**src/rtl/sram_cmd_queue.sv**
```systemverilog
// Command FIFO in front of a single-outstanding SRAM controller handshake.
// Commands are queued FIFO-order and issued one at a time; reads return data on rsp_*.
//
// state     | meaning
// IDLE      | nothing in flight; pop head when FIFO non-empty and controller idle
// ISSUE     | one-cycle request pulse to the controller
// WAIT_ACK  | waiting for controller to go busy
// WAIT_DONE | waiting for controller to return idle (completion)
module sram_cmd_queue #(
    parameter int DEPTH = 4
) (
    input  logic                     clk,
    input  logic                     rst_n,
    input  logic                     cmd_valid,
    output logic                     cmd_ready,
    input  logic                     cmd_write,
    input  logic [14:0]              cmd_addr,
    input  logic [15:0]              cmd_wdata,
    output logic                     rsp_valid,
    output logic [15:0]              rsp_data,
    output logic                     ctrl_read_req,
    output logic                     ctrl_write_req,
    output logic [14:0]              ctrl_address,
    output logic [15:0]              ctrl_write_data,
    input  logic [15:0]              ctrl_read_data,
    input  logic                     ctrl_ready,
    output logic [$clog2(DEPTH):0]   fifo_count,
    output logic                     busy
);

    localparam int PW = $clog2(DEPTH);
    localparam int CW = PW + 1;

    typedef enum logic [1:0] {
        IDLE      = 2'd0,
        ISSUE     = 2'd1,
        WAIT_ACK  = 2'd2,
        WAIT_DONE = 2'd3
    } state_t;

    logic [14:0]   addr_mem  [DEPTH];
    logic [15:0]   wdata_mem [DEPTH];
    logic          op_mem    [DEPTH];

    logic [PW-1:0] wr_ptr_q, wr_ptr_d;
    logic [PW-1:0] rd_ptr_q, rd_ptr_d;
    logic [CW-1:0] count_q, count_d;

    state_t        state_q;
    logic          rd_req_q;
    logic          wr_req_q;
    logic          op_write_q;
    logic [14:0]   addr_q;
    logic [15:0]   wdata_q;
    logic [15:0]   rsp_data_q;
    logic          rsp_valid_q;

    logic          push;
    logic          pop;

    assign cmd_ready = (count_q != CW'(DEPTH));
    assign push      = cmd_valid && cmd_ready;
    assign pop       = (state_q == IDLE) && (count_q != '0) && ctrl_ready;

    // Pointer width equals log2(DEPTH), so increments wrap modulo DEPTH for free.
    always_comb begin
        wr_ptr_d = wr_ptr_q;
        rd_ptr_d = rd_ptr_q;
        count_d  = count_q;
        if (push) begin
            wr_ptr_d = wr_ptr_q + PW'(1);
        end
        if (pop) begin
            rd_ptr_d = rd_ptr_q + PW'(1);
        end
        case ({push, pop})
            2'b10:   count_d = count_q + CW'(1);
            2'b01:   count_d = count_q - CW'(1);
            default: count_d = count_q;
        endcase
    end

    always_ff @(posedge clk or negedge rst_n) begin
        if (!rst_n) begin
            wr_ptr_q <= '0;
            rd_ptr_q <= '0;
            count_q  <= '0;
        end else begin
            wr_ptr_q <= wr_ptr_d;
            rd_ptr_q <= rd_ptr_d;
            count_q  <= count_d;
        end
    end

    always_ff @(posedge clk) begin
        if (push) begin
            addr_mem[wr_ptr_q]  <= cmd_addr;
            wdata_mem[wr_ptr_q] <= cmd_wdata;
            op_mem[wr_ptr_q]    <= cmd_write;
        end
    end

    always_ff @(posedge clk or negedge rst_n) begin
        if (!rst_n) begin
            state_q     <= IDLE;
            rd_req_q    <= 1'b0;
            wr_req_q    <= 1'b0;
            op_write_q  <= 1'b0;
            addr_q      <= '0;
            wdata_q     <= '0;
            rsp_data_q  <= '0;
            rsp_valid_q <= 1'b0;
        end else begin
            rsp_valid_q <= 1'b0;
            case (state_q)
                IDLE: begin
                    if (pop) begin
                        state_q    <= ISSUE;
                        addr_q     <= addr_mem[rd_ptr_q];
                        wdata_q    <= wdata_mem[rd_ptr_q];
                        op_write_q <= op_mem[rd_ptr_q];
                        wr_req_q   <= op_mem[rd_ptr_q];
                        rd_req_q   <= !op_mem[rd_ptr_q];
                    end
                end
                ISSUE: begin
                    state_q  <= WAIT_ACK;
                    wr_req_q <= 1'b0;
                    rd_req_q <= 1'b0;
                end
                WAIT_ACK: begin
                    if (!ctrl_ready) begin
                        state_q <= WAIT_DONE;
                    end
                end
                WAIT_DONE: begin
                    if (ctrl_ready) begin
                        state_q <= IDLE;
                        if (!op_write_q) begin
                            rsp_data_q  <= ctrl_read_data;
                            rsp_valid_q <= 1'b1;
                        end
                    end
                end
                default: begin
                    state_q  <= IDLE;
                    wr_req_q <= 1'b0;
                    rd_req_q <= 1'b0;
                end
            endcase
        end
    end

    assign ctrl_read_req   = rd_req_q;
    assign ctrl_write_req  = wr_req_q;
    assign ctrl_address    = addr_q;
    assign ctrl_write_data = wdata_q;
    assign rsp_data        = rsp_data_q;
    assign rsp_valid       = rsp_valid_q;
    assign fifo_count      = count_q;
    assign busy            = (state_q != IDLE) || (count_q != '0);

endmodule
```
**config.mk**
```make
export PLATFORM = sky130hd
export DESIGN_NAME = sram_cmd_queue
export DESIGN_NICKNAME = d
export VERILOG_FILES = /design/src/rtl/sram_cmd_queue.sv
export SDC_FILE = /design/constraint.sdc
export NUM_CORES = 1
export LEC_CHECK = 0
export CORE_MARGIN = 1
export CORE_UTILIZATION = 55
export CTS_CLUSTER_DIAMETER = 150
export DETAILED_ROUTE_END_ITERATION = 12
export PLACE_DENSITY = 0.83
export SLEW_MARGIN = 5
export SYNTH_ARGS = -nofsm -noshare
export SYNTH_HDL_FRONTEND = slang
export SYNTH_SLANG_ARGS = --single-unit
export TNS_END_PERCENT = 5
```
**constraint.sdc**
```tcl
create_clock -name clk -period 5.75 [get_ports clk]
set_input_delay 1.15 -clock clk [delete_from_list [all_inputs] [get_ports clk]]
set_output_delay 1.15 -clock clk [all_outputs]
set_load 0.01 [all_outputs]
```
# == After elaboration in Yosys (flattened, before gate mapping) ==
# Memory sizes are Yosys's and may differ from the RTL's. A register that Yosys moved wholly into a read port is not among the register bits.
# Index checks and enable logic that the tools add are counted.
# word_totals
n_memories,3
inputBits,52
output_inout_bits,55
ram_bits,128
wordCells,56
regBits,29
# op_classes
bitwise_logic,1
reduce_logical,16
add_sub_neg,4
eq_ne,9
mux,14
# mem_list
memory,words,word_bits,rd,rd_clocked_by_memory_dff,wr,line_no,source
wdata_mem,4,16,1,1,1,42,logic [15:0] wdata_mem [DEPTH];
addr_mem,4,15,1,1,1,41,logic [14:0] addr_mem [DEPTH];
op_mem,4,1,1,0,1,43,logic op_mem [DEPTH];
# op_table
cell,count
$pmux 2 s4,1
$mux 1,7
$eq 2x2->1 const B,3
$mux 2,3
$ne 2x2->1 const B,3
$pmux 3 s2,1
$reduce_and 3->1,2
$reduce_bool 2->1,3
$add 2x1->2 const B,2
$eq 2x1->1 const B,2
$pmux 1 s2,2
$reduce_and 2->1,2
$add 3x1->3 const B,1
$logic_and 1x1->1,3
$logic_not 1->1,3
$ne 3x3->1 const B,1
$reduce_bool 3->1,1
$sub 3x1->3 const B,1
$logic_not 2->1,1
$logic_or 1x1->1,1
$not 1->1,1

# == Longest topological paths before layout ==
# Gate-level depths: netlist of run 1.
# logic_depth
ltp_word,5
depth_mapped,11
depth_no_buf,10

# == Least setup slack after synthesis of run 1 ==
# No wires, ideal clock.
# synth_timing
kind,in2reg
start,in ctrl_ready
end,"reg count_q[2], in the netlist fifo_count[2]"
path_stages,9
setup_slack_ns,3.084
required_time_ns,5.670
path_buffers,1
setup_ns,0.080
t_arrival_ns,2.586
path_cell_list,o311ai_4 inv_2 buf_2 ha_1 inv_1 fa_1 xor2_1 nor2_1 xor2_1
# synth_between
elab_chain_len,3
elab_cells_between_ends,5
cone_classes,eq/ne: 2; mux: 1; reduce/logical: 2
# synth_rtl
element,line_no,source
from (decl),26,"input logic ctrl_ready,"
$logic_and 1x1->1 *,63,assign pop = (state_q == IDLE) && (count_q != '0) && ctrl_ready;
named net pop,59,logic pop;
$eq 2x1->1 or $eq 2x2->1 (tied branches),76,"case ({push, pop})"
$pmux 3 s2 or $reduce_bool 2->1 (tied branches),--,
to (signal assigned),91,count_q <= count_d;
to (decl),47,"logic [CW-1:0] count_q, count_d;"
# The timed path passes the listed nets; every way through them passes the cells marked *.
# A chain may end at the register's enable or synchronous reset.

# == Worst setup path in the final report of run 1 ==
# layout_timing
start,in ctrl_ready
end,"reg count_q[2], in the netlist fifo_count[2]"
# layout_between
elab_chain_len,3
elab_cells_between_ends,5
cone_classes,eq/ne: 2; mux: 1; reduce/logical: 2
# layout_rtl
element,line_no
$logic_and 1x1->1 *,63
$eq 2x1->1 or $eq 2x2->1 (tied branches),76
$pmux 3 s2 or $reduce_bool 2->1 (tied branches),--
# Every way passes the cells marked *; elsewhere a longest branch is shown, timed or not.

==> impl_metrics.tcl, run 1 <==
set metrics [dict create \
    arrival_ns 3.60 \
    worstSetupPathType "in -> reg" \
    route.vias.total 3762 \
    max_freq_mhz 308 \
    final.fill_count 836 \
    timing.critical_path.mode_cell "xor2_1" \
    dr.pass1.iters 4 \
    drtIter0Drc 152 \
    synth.yosys.seq_area_share_pct 74.9 \
    critPathSlowestCell "clkdlybuf4s50_1" \
    port_buffers 106 \
    dp_hpwl_microns 7820 \
    grt-ovfl-total 0 \
    cp.buffers_inverters 3 \
    worst_slew_pin_slew_ns 1.10 \
    dp.cells 666 \
    gr-usage-all-layers_pct 21.7 \
    max_slew_margin_pct 27.0 \
    post-cts-setup-buffers 0 \
    dr_vias_cell 5.39 \
    min_from "ctrl_address[0]$_DFFE_PN0P_" \
    row_count 41 \
    start_kind "primary input" \
    cts_htree_levels 4 \
    r2r.worst_path.cells 10 \
    syn_avg_cell_area_sq_um 17.8 \
    report.final.slew_viol_count 0 \
    layout.core_utilization_pct 71.3 \
    ys_types 29 \
    setup_violating_endpoint_count_in_the_final_report 0 \
    cts_inserted_buffers 17 \
    final_cell_mix "edfxtp_1, clkdlybuf4s50_1, nand2_1" \
    fin_worst_skew_ns 0.00595 \
    core_sq_um 12600 \
    postCtsResizedCells 0 \
    worst-endpoint-required_ns 6.10 \
    num-nets-final 576 \
    layout-drive-gt1-share_pct 17.9 \
    synth_area_sq_um 7140 \
    critical-path-top-delay-family "buffers and inverters" \
    multi_input_comb_area_sq_um 1670 \
    number_of_flip_flops_and_latches_in_the_synthesized_netlist 188 \
    grt_setup_unrepaired "false" \
    cp_max_fanout 35 \
    layout_worst_path_cycle_share_pct 56.5 \
    io_pins 107 \
    hold-path-endpoint "ctrl_address[0]$_DFFE_PN0P_" \
    postRouteWirelength_microns 13200 \
    die_h_microns 116 \
    clockRootBuffer "clkbuf_16" \
    num_antenna_cells 0 \
    grt_start_max_net_pins 61 \
    design_power_total_mw 4.77 \
    slowest_delay_ns 0.59 \
    timing.setup.tns_ns 0 \
    critical_path.endpoint_type "register" \
    grt_pass1_vias 4013 \
    power.density_nw_per_um2 530 \
    cap_viol_max_count 0 \
    antenna_left 0 \
    timing.final.crit_period_ns 3.25 \
    ctsLongestPathBuffers 2 \
    syn_to_final_growth_pct 26.1 \
    cts-hold-fix-buffers 0 \
    hold-path-cell-count 2 \
    avgRoutedWirePerCell_microns 18.9 \
    crit_chain "clkdlybuf4s50_1 -> o311ai_4 -> inv_2 -> ha_1 -> inv_1 -> fa_1 -> xor2_1 -> nor2_1 -> xor2_1" \
    die_area_sq_um 13400 \
    cts_tree "built" \
    synth_nets 465 \
    status "completed" \
    start_util_pct 56.6 \
    r2r-start "state_q[1]$_DFFE_PN0P_" \
    cellLeakagePower_nw 3.43 \
    insertion_delay_ns 0.43 \
    finalWeightedCongestion 0.717 \
    die_w_microns 116 \
    holdWs_ns 0.472 \
    netlist_instances 402 \
    ir_drop_v 0.000318 \
    numClockSinks 188 \
    clk_pin_slew_worst_paths_ns 0.06 \
    stdcell_count 698 \
    route.detailed.drc 0 \
    layout_commonest_cell "edfxtp_1" \
    regArea_sq_um 5350 \
    finalHoldViolCount 0 \
    ys_warn_count 0 \
    regToRegEndpoint "fifo_count[2]$_DFFE_PN0P_" \
    grt_first_pass_wirelength_microns 20700 \
    worst-path-stages 9 \
    setup.reg_to_reg.worst_slack_ns 2.95 \
    hold_path_class "reg -> reg" \
    grt_antenna_before_repair 1 \
]
==> cell families (layout without fill, tap and decap cells) <==
group	count (synthesis)	in the layout	share of synthesized area (%)
flops	188	188	74.9
simple gates	110	110	6.26
mux	52	52	13.3
buf+inv	27	151	1.75
fa+ha+maj	11	11	2.03
compound gates	8	8	1.07
xor+xnor	6	6	0.736
==> flip-flops by register name, indices dropped and copies added (netlist names), 3 cells and up <==
name	count
wdata_mem	64
addr_mem	60
ctrl_write_data	16
rsp_data	16
ctrl_address	15
op_mem	4
fifo_count	3
==> report_power, final <==
group	total (mW)	leakage (nW)	internal, mW	switching, mW
combinational	1.35	1.20	0.765	0.590
clock	1.28	0.321	0.808	0.474
sequential	2.14	1.91	1.86	0.279
==> synth_stat cells <==
library cell | instances | area [sq um]
clkbuf_1 | 3 | 11.3
o21ai_0 | 1 | 5.00
mux4_2 | 32 | 721
mux2i_1 | 1 | 10.0
inv_2 | 1 | 3.75
o31ai_1 | 2 | 15.0
or3b_4 | 1 | 11.3
nand3b_1 | 1 | 7.51
xnor2_1 | 4 | 35.0
fa_1 | 1 | 20.0
nand2_1 | 99 | 372
o22ai_1 | 1 | 6.26
and3_2 | 4 | 30.0
buf_4 | 3 | 22.5
nor2_1 | 2 | 7.51
mux2_4 | 1 | 15.0
and2_4 | 1 | 8.76
dfrtp_1 | 60 | 1500
o211ai_1 | 2 | 15.0
ha_1 | 10 | 125
mux2_2 | 18 | 203
edfxtp_1 | 128 | 3840
xor2_1 | 2 | 17.5
o311ai_4 | 1 | 26.3
a2bb2oi_1 | 1 | 8.76
nor3_1 | 1 | 5.00
inv_1 | 10 | 37.5
nand3_1 | 1 | 5.00
buf_2 | 10 | 50.1
==> per-layer routing <==
metal	vias up	GRT usage, %	wire [microns]	share of wire (%)
li1	1702	-	-	-
met1	1915	25.7	5120	39
met2	126	38.0	6920	52
met3	17	5.33	905	6.9
met4	2	9.23	243	1.8
met5	-	0	18	0.14
==> worst register-to-register path, cell delays in order (launching register included) <==
cell      delay [ns]
dfrtp_1         0.42
inv_1           0.13
ha_1            0.32
o311ai_4        0.16
inv_2           0.53
ha_1            0.33
inv_1           0.07
fa_1            0.37
xor2_1          0.15
nor2_1          0.12
xor2_1          0.15
==> metrics by stage <==
stage	instance area (sq um)	worst slack [ns]
5_1_grt	9000	2.33
2_1_floorplan	7140	3.08
4_1_cts	9000	2.50
3_5_place_dp	8340	2.11
3_3_place_gp	8340	2.17
6_report	9000	2.50
==> area by class of cell <==
| cell class | count | area share [%] |
|---|---|---|
| flip-flops and latches | 188 | 59.4 |
| well taps | 172 | 2.39 |
| clock buffers | 22 | 5.27 |
| inverters | 11 | 0.459 |
| repair buffers | 108 | 11.9 |
| clock inverters | 10 | 2.06 |
| multi-input cells | 187 | 18.5 |
==> worst max path at each step <==
stage	startpoint	to	slack (ns)
2_1_floorplan	ctrl_ready	fifo_count[2]$_DFFE_PN0P_	3.08
3_3_place_gp	ctrl_ready	fifo_count[2]$_DFFE_PN0P_	2.17
3_5_place_dp	ctrl_ready	fifo_count[2]$_DFFE_PN0P_	2.11
4_1_cts	ctrl_ready	fifo_count[2]$_DFFE_PN0P_	2.50
5_1_grt	ctrl_ready	fifo_count[2]$_DFFE_PN0P_	2.33
6_report	ctrl_ready	fifo_count[2]$_DFFE_PN0P_	2.50
No activity file was read; power rests on OpenSTA's default activity.
==> run 2: changes to the inputs <==
--- a/config.mk
+++ b/config.mk
@@ -6,10 +6,10 @@
 export NUM_CORES = 1
 export LEC_CHECK = 0
 export CORE_MARGIN = 1
-export CORE_UTILIZATION = 55
+export CORE_UTILIZATION = 54
 export CTS_CLUSTER_DIAMETER = 150
 export DETAILED_ROUTE_END_ITERATION = 12
-export PLACE_DENSITY = 0.83
+export PLACE_DENSITY = 0.82
 export SLEW_MARGIN = 5
 export SYNTH_ARGS = -nofsm -noshare
 export SYNTH_HDL_FRONTEND = slang
==> constraint.sdc (replaced) <==
create_clock -name clk -period 3.05 [get_ports clk]
set_input_delay 0.61 -clock clk [delete_from_list [all_inputs] [get_ports clk]]
set_output_delay 0.61 -clock clk [all_outputs]
set_load 0.01 [all_outputs]
==> run 2 against run 1 <==
Compared with the run above:
- power grew 85%
- core utilization down 0.73 points
- global-route usage grew 0.53 points
- critical path type is now reg -> out
- highest routed layer is now met4
==> impl_metrics.tcl, run 2 (synthesized netlist as in run 1, its figures left out) <==
set metrics [dict create \
    insertion_delay_ns 0.43 \
    multi_input_comb_area_sq_um 1670 \
    core_sq_um 12800 \
    timing.setup.tns_ns 0 \
    gr-usage-all-layers_pct 22.2 \
    die_w_microns 117 \
    io_pins 107 \
    num-nets-final 586 \
    finalHoldViolCount 0 \
    critical-path-top-delay-family "buffers and inverters" \
    start_util_pct 55.9 \
    grt_first_pass_wirelength_microns 21300 \
    setup_violating_endpoint_count_in_the_final_report 0 \
    syn_to_final_growth_pct 26.3 \
    grt_pass1_vias 4088 \
    ir_drop_v 0.000467 \
    route.detailed.drc 0 \
    numClockSinks 188 \
    start_kind "register" \
    cts_htree_levels 4 \
    critPathSlowestCell "clkdlybuf4s50_1" \
    ctsLongestPathBuffers 2 \
    holdWs_ns 0.339 \
    grt_start_max_net_pins 61 \
    grt_antenna_before_repair 0 \
    dr_vias_cell 5.37 \
    row_count 41 \
    regArea_sq_um 5350 \
    avgRoutedWirePerCell_microns 19.1 \
    postCtsResizedCells 0 \
    grt-ovfl-total 0 \
    design_power_total_mw 8.85 \
    cap_viol_max_count 0 \
    grt_setup_unrepaired "false" \
    fin_worst_skew_ns 0.00547 \
    cts_inserted_buffers 17 \
    regToRegEndpoint "fifo_count[2]$_DFFE_PN0P_" \
    final.fill_count 781 \
    layout-drive-gt1-share_pct 19.2 \
    layout_worst_path_cycle_share_pct 82.7 \
    power.density_nw_per_um2 981 \
    crit_chain "inv_1 -> ha_1 -> nand2_1 -> clkdlybuf4s50_1" \
    layout_commonest_cell "edfxtp_1" \
    die_h_microns 117 \
    clockRootBuffer "clkbuf_16" \
    postRouteWirelength_microns 13600 \
    worst-endpoint-required_ns 2.44 \
    dp_hpwl_microns 8180 \
    arrival_ns 1.91 \
    hold_path_class "in -> async" \
    worstSetupPathType "reg -> out" \
    layout.core_utilization_pct 70.6 \
    max_freq_mhz 397 \
    final_cell_mix "edfxtp_1, clkdlybuf4s50_1, nand2_1" \
    slowest_delay_ns 0.49 \
    cts_tree "built" \
    status "completed" \
    cp.buffers_inverters 2 \
    cp_max_fanout 6 \
    cts-hold-fix-buffers 0 \
    largest_registers "wdata_mem x64, addr_mem x60" \
    clk_pin_slew_worst_paths_ns 0.06 \
    cellLeakagePower_nw 3.45 \
    regMostFlops "wdata_mem" \
    timing.final.crit_period_ns 2.52 \
    num_antenna_cells 0 \
    antenna_left 0 \
    r2r-start "fifo_count[2]$_DFFE_PN0P_" \
    worst_slew_pin_slew_ns 0.844 \
    port_buffers 106 \
    route.vias.total 3801 \
    finalWeightedCongestion 0.721 \
    dr.pass1.iters 4 \
    die_area_sq_um 13700 \
    drtIter0Drc 222 \
    post-cts-setup-buffers 0 \
    max_slew_margin_pct 43.7 \
    setup.reg_to_reg.worst_slack_ns 0.78 \
    r2r.worst_path.cells 9 \
    report.final.slew_viol_count 0 \
    max_reg_flops 64 \
    critical_path.endpoint_type "primary output" \
]
[run 2: changes by cell type in the layout (fill, tap and decap cells not counted), sizes merged]
| cell | change |
|---|---|
| inv | -1 |
| bufinv | -3 |
| clkinvlp | +2 |
| buf | +10 |
| clkinv | +2 |
[run 2: worst register-to-register path, delay by kind of cell (launching register included)]
kind / cells / cell delay, ns
xor+xnor: 2 / 0.30
simple gates: 3 / 0.75
fa+ha+maj: 2 / 0.56
flops: 1 / 0.49
buf+inv: 2 / 0.12
[run 2: how the worst max path moves through the flow]
stage	cells past startpoint	to	from	slack, ns
final	4	busy	state_q[0]$_DFFE_PN0P_	0.53
after global routing	4	busy	state_q[0]$_DFFE_PN0P_	0.41
after CTS	4	busy	state_q[0]$_DFFE_PN0P_	0.51
after detailed placement	9	fifo_count[2]$_DFFE_PN0P_	ctrl_ready	0.53
after global placement	9	fifo_count[2]$_DFFE_PN0P_	ctrl_ready	0.57
after floorplan	11	fifo_count[2]$_DFFE_PN0P_	state_q[0]$_DFFE_PN0P_	0.74
[run 2: metrics by stage]
step	cells	setup WS (ns)	area, sq um
2_1_floorplan	402	0.739	7140
3_3_place_gp	676	0.575	8430
3_5_place_dp	676	0.530	8430
4_1_cts	708	0.514	9020
5_1_grt	708	0.408	9020
6_report	708	0.529	9020
[run 2: layout make-up]
cell class | count | area share, %
inverter | 11 | 0.458
timing repair buffer | 118 | 12.8
sequential | 188 | 59.3
multi-input combinational | 187 | 18.5
clock buffer | 22 | 5.26
tap | 172 | 2.39
clock inverter | 10 | 1.26
[run 2: layer usage]
metal / vias up / GRT usage (%) / wire length, microns
met2: 120 / 39.4 / 7210
met5: - / 0 / 0
met1: 1931 / 26.3 / 5420
met3: 23 / 4.69 / 626
li1: 1727 / - / -
met4: 0 / 10.0 / 296
[run 2: report_power, final]
part | internal (mW) | leakage, nW | total, mW | switching [mW]
Combinational | 1.51 | 1.26 | 2.68 | 1.17
Sequential | 3.50 | 1.91 | 3.99 | 0.494
Clock | 1.27 | 0.280 | 2.17 | 0.903
==> run 3: changes to the inputs <==
--- a/config.mk
+++ b/config.mk
@@ -6,10 +6,10 @@
 export NUM_CORES = 1
 export LEC_CHECK = 0
 export CORE_MARGIN = 1
-export CORE_UTILIZATION = 54
+export CORE_UTILIZATION = 48
 export CTS_CLUSTER_DIAMETER = 150
 export DETAILED_ROUTE_END_ITERATION = 12
-export PLACE_DENSITY = 0.82
+export PLACE_DENSITY = 0.77
 export SLEW_MARGIN = 5
 export SYNTH_ARGS = -nofsm -noshare
 export SYNTH_HDL_FRONTEND = slang
==> constraint.sdc (replaced) <==
create_clock -name clk -period 2.2 [get_ports clk]
set_input_delay 0.44 -clock clk [delete_from_list [all_inputs] [get_ports clk]]
set_output_delay 0.44 -clock clk [all_outputs]
set_load 0.01 [all_outputs]
==> run 3 against run 2 <==
Compared with the run above:
- combinational power rose by 51%
- count of clock-buffer cells in the layout fell by 2
- cell count rose by 2.7%
- final area rose by 2.1%
- routed wire length fell by 3.7%
- non-clock buffer count rose by 7
- first-iteration DRC count fell by 5.4%
- hold slack got worse by 0.25 ns
- critical path type unchanged
- critical endpoint unchanged
- largest power group unchanged
==> impl_metrics.tcl, run 3 (synthesized netlist as in run 1, its figures left out) <==
set metrics [dict create \
    status "completed" \
    final_cell_mix "edfxtp_1, clkdlybuf4s50_1, nand2_1" \
    layout_worst_path_cycle_share_pct 96.4 \
    multi_input_comb_area_sq_um 1700 \
    met1Wirelength_microns 5660 \
    die_area_sq_um 15400 \
    layout-drive-gt1-share_pct 22.3 \
    die_h_microns 124 \
    regArea_sq_um 5350 \
    port_buffers 106 \
    fin_worst_skew_ns 0.00662 \
    worst-endpoint-required_ns 1.76 \
    slowest_delay_ns 0.48 \
    drtIter0Drc 210 \
    worstSetupPathType "reg -> out" \
    row_count 44 \
    io_pins 107 \
    antenna_left 0 \
    power.density_nw_per_um2 1360 \
    largest_registers "wdata_mem x64, addr_mem x60" \
    report.final.slew_viol_count 0 \
    max_freq_mhz 472 \
    postRouteWirelength_microns 13000 \
    worst_slew_pin_slew_ns 0.781 \
    finalWeightedCongestion 0.696 \
    syn_to_final_growth_pct 29.0 \
    grt_setup_unrepaired "false" \
    timing.final.crit_period_ns 2.12 \
    grt_antenna_before_repair 0 \
    dr_vias_cell 5.22 \
    clockRootBuffer "clkbuf_16" \
    critical_path.endpoint_type "primary output" \
    met2_length_microns 6430 \
    insertion_delay_ns 0.43 \
    final.fill_count 1025 \
    arrival_ns 1.68 \
    grt_first_pass_wirelength_microns 19900 \
    layout_commonest_cell "edfxtp_1" \
    regMostFlops "wdata_mem" \
    cts_htree_levels 4 \
    num_antenna_cells 0 \
    dr.pass1.iters 5 \
    cellLeakagePower_nw 3.52 \
    ir_drop_v 0.000656 \
    max_slew_margin_pct 47.9 \
    critical-path-top-delay-family "buffers and inverters" \
    max_reg_flops 64 \
    ctsLongestPathBuffers 2 \
    placement.cell_area_sq_um 8560 \
    cp_max_fanout 5 \
    numClockSinks 188 \
    grt_start_max_net_pins 37 \
    avgRoutedWirePerCell_microns 17.9 \
    finalHoldViolCount 0 \
    grt-ovfl-total 0 \
    critPathSlowestCell "clkdlybuf4s50_1" \
    cap_viol_max_count 0 \
    setup_violating_endpoint_count_in_the_final_report 0 \
    gr-usage-all-layers_pct 18.3 \
    route.detailed.drc 0 \
    clk_pin_slew_worst_paths_ns 0.07 \
    start_util_pct 49.1 \
    crit_chain "buf_4 -> nor3_2 -> nand2_1 -> clkdlybuf4s50_1" \
    holdWs_ns 0.0852 \
    die_w_microns 124 \
    top_layer_used "met4" \
    fin_area_sq_um 9210 \
    wl_met3_microns 815 \
    dp_hpwl_microns 7780 \
    route.vias.total 3797 \
    hold_path_class "in -> async" \
    cts_inserted_buffers 17 \
    cts_tree "built" \
    grt_pass1_vias 3833 \
    num-nets-final 593 \
    start_kind "register" \
    core_sq_um 14500 \
    cp.buffers_inverters 2 \
]
[run 3: cell count changes in the layout (fill, tap and decap cells not counted), sizes merged]
cell	delta
clkinv	+2
clkdlybuf4s50	-1
clkbuf	-2
clkinvlp	-2
inv	+2
buf	+7
dlymetal6s2s	+1
[run 3: where the power goes]
group / switching [mW] / internal [mW]
clock network: 1.30 / 1.81
logic: 1.82 / 2.25
registers: 0.510 / 4.84
total: 3.62 / 8.90
[run 3: through the flow]
step           setup TNS [ns]  cells  power (mW)  setup slack (ns)  util, %
6_report                    0    727        12.5            0.0791     63.4
5_1_grt                     0    727        13.2            0.0125     63.4
4_1_cts                     0    727        12.7           0.00441     63.3
3_5_place_dp          -0.0373    693        9.48           -0.0373     58.9
3_3_place_gp        -0.000878    693        9.32         -0.000878     58.9
2_1_floorplan        -0.00973    402        7.67          -0.00973        -
[run 3: layout make-up]
type	count	area share (%)
clock buffer	20	5.19
clock inverter	12	1.45
inverter	11	0.448
multi-input combinational	187	18.5
sequential	188	58.1
tap	184	2.50
timing repair buffer	125	13.9
[run 3: timing repair]
action	in CTS	in global routing
hold endpoints to repair	0	0
setup buffers	2	0
endpoints found under the setup margin	1	2
hold buffers	0	0
gates resized for setup	1	4
[run 3: worst paths after layout]
path,start,endpoint,slack [ns],cells after the start
max in group asynchronous,rst_n,ctrl_write_data[7]$_DFFE_PN0P_,1.46,2
max reg2reg,fifo_count[0]$_DFFE_PN0P_,fifo_count[2]$_DFFE_PN0P_,0.13,9
min in group clk,ctrl_address[12]$_DFFE_PN0P_,ctrl_address[12]$_DFFE_PN0P_,0.47,2
min reg2reg,ctrl_address[12]$_DFFE_PN0P_,ctrl_address[12]$_DFFE_PN0P_,0.47,2
min,rst_n,rsp_data[5]$_DFFE_PN0P_,0.09,1
max,fifo_count[1]$_DFFE_PN0P_,busy,0.08,4
[run 3: layer usage]
layer / vias to the layer above / track usage, %
met3: 13 / 5.17
met4: 0 / 6.62
met5: - / 0
li1: 1735 / -
met2: 115 / 30.4
met1: 1934 / 22.8
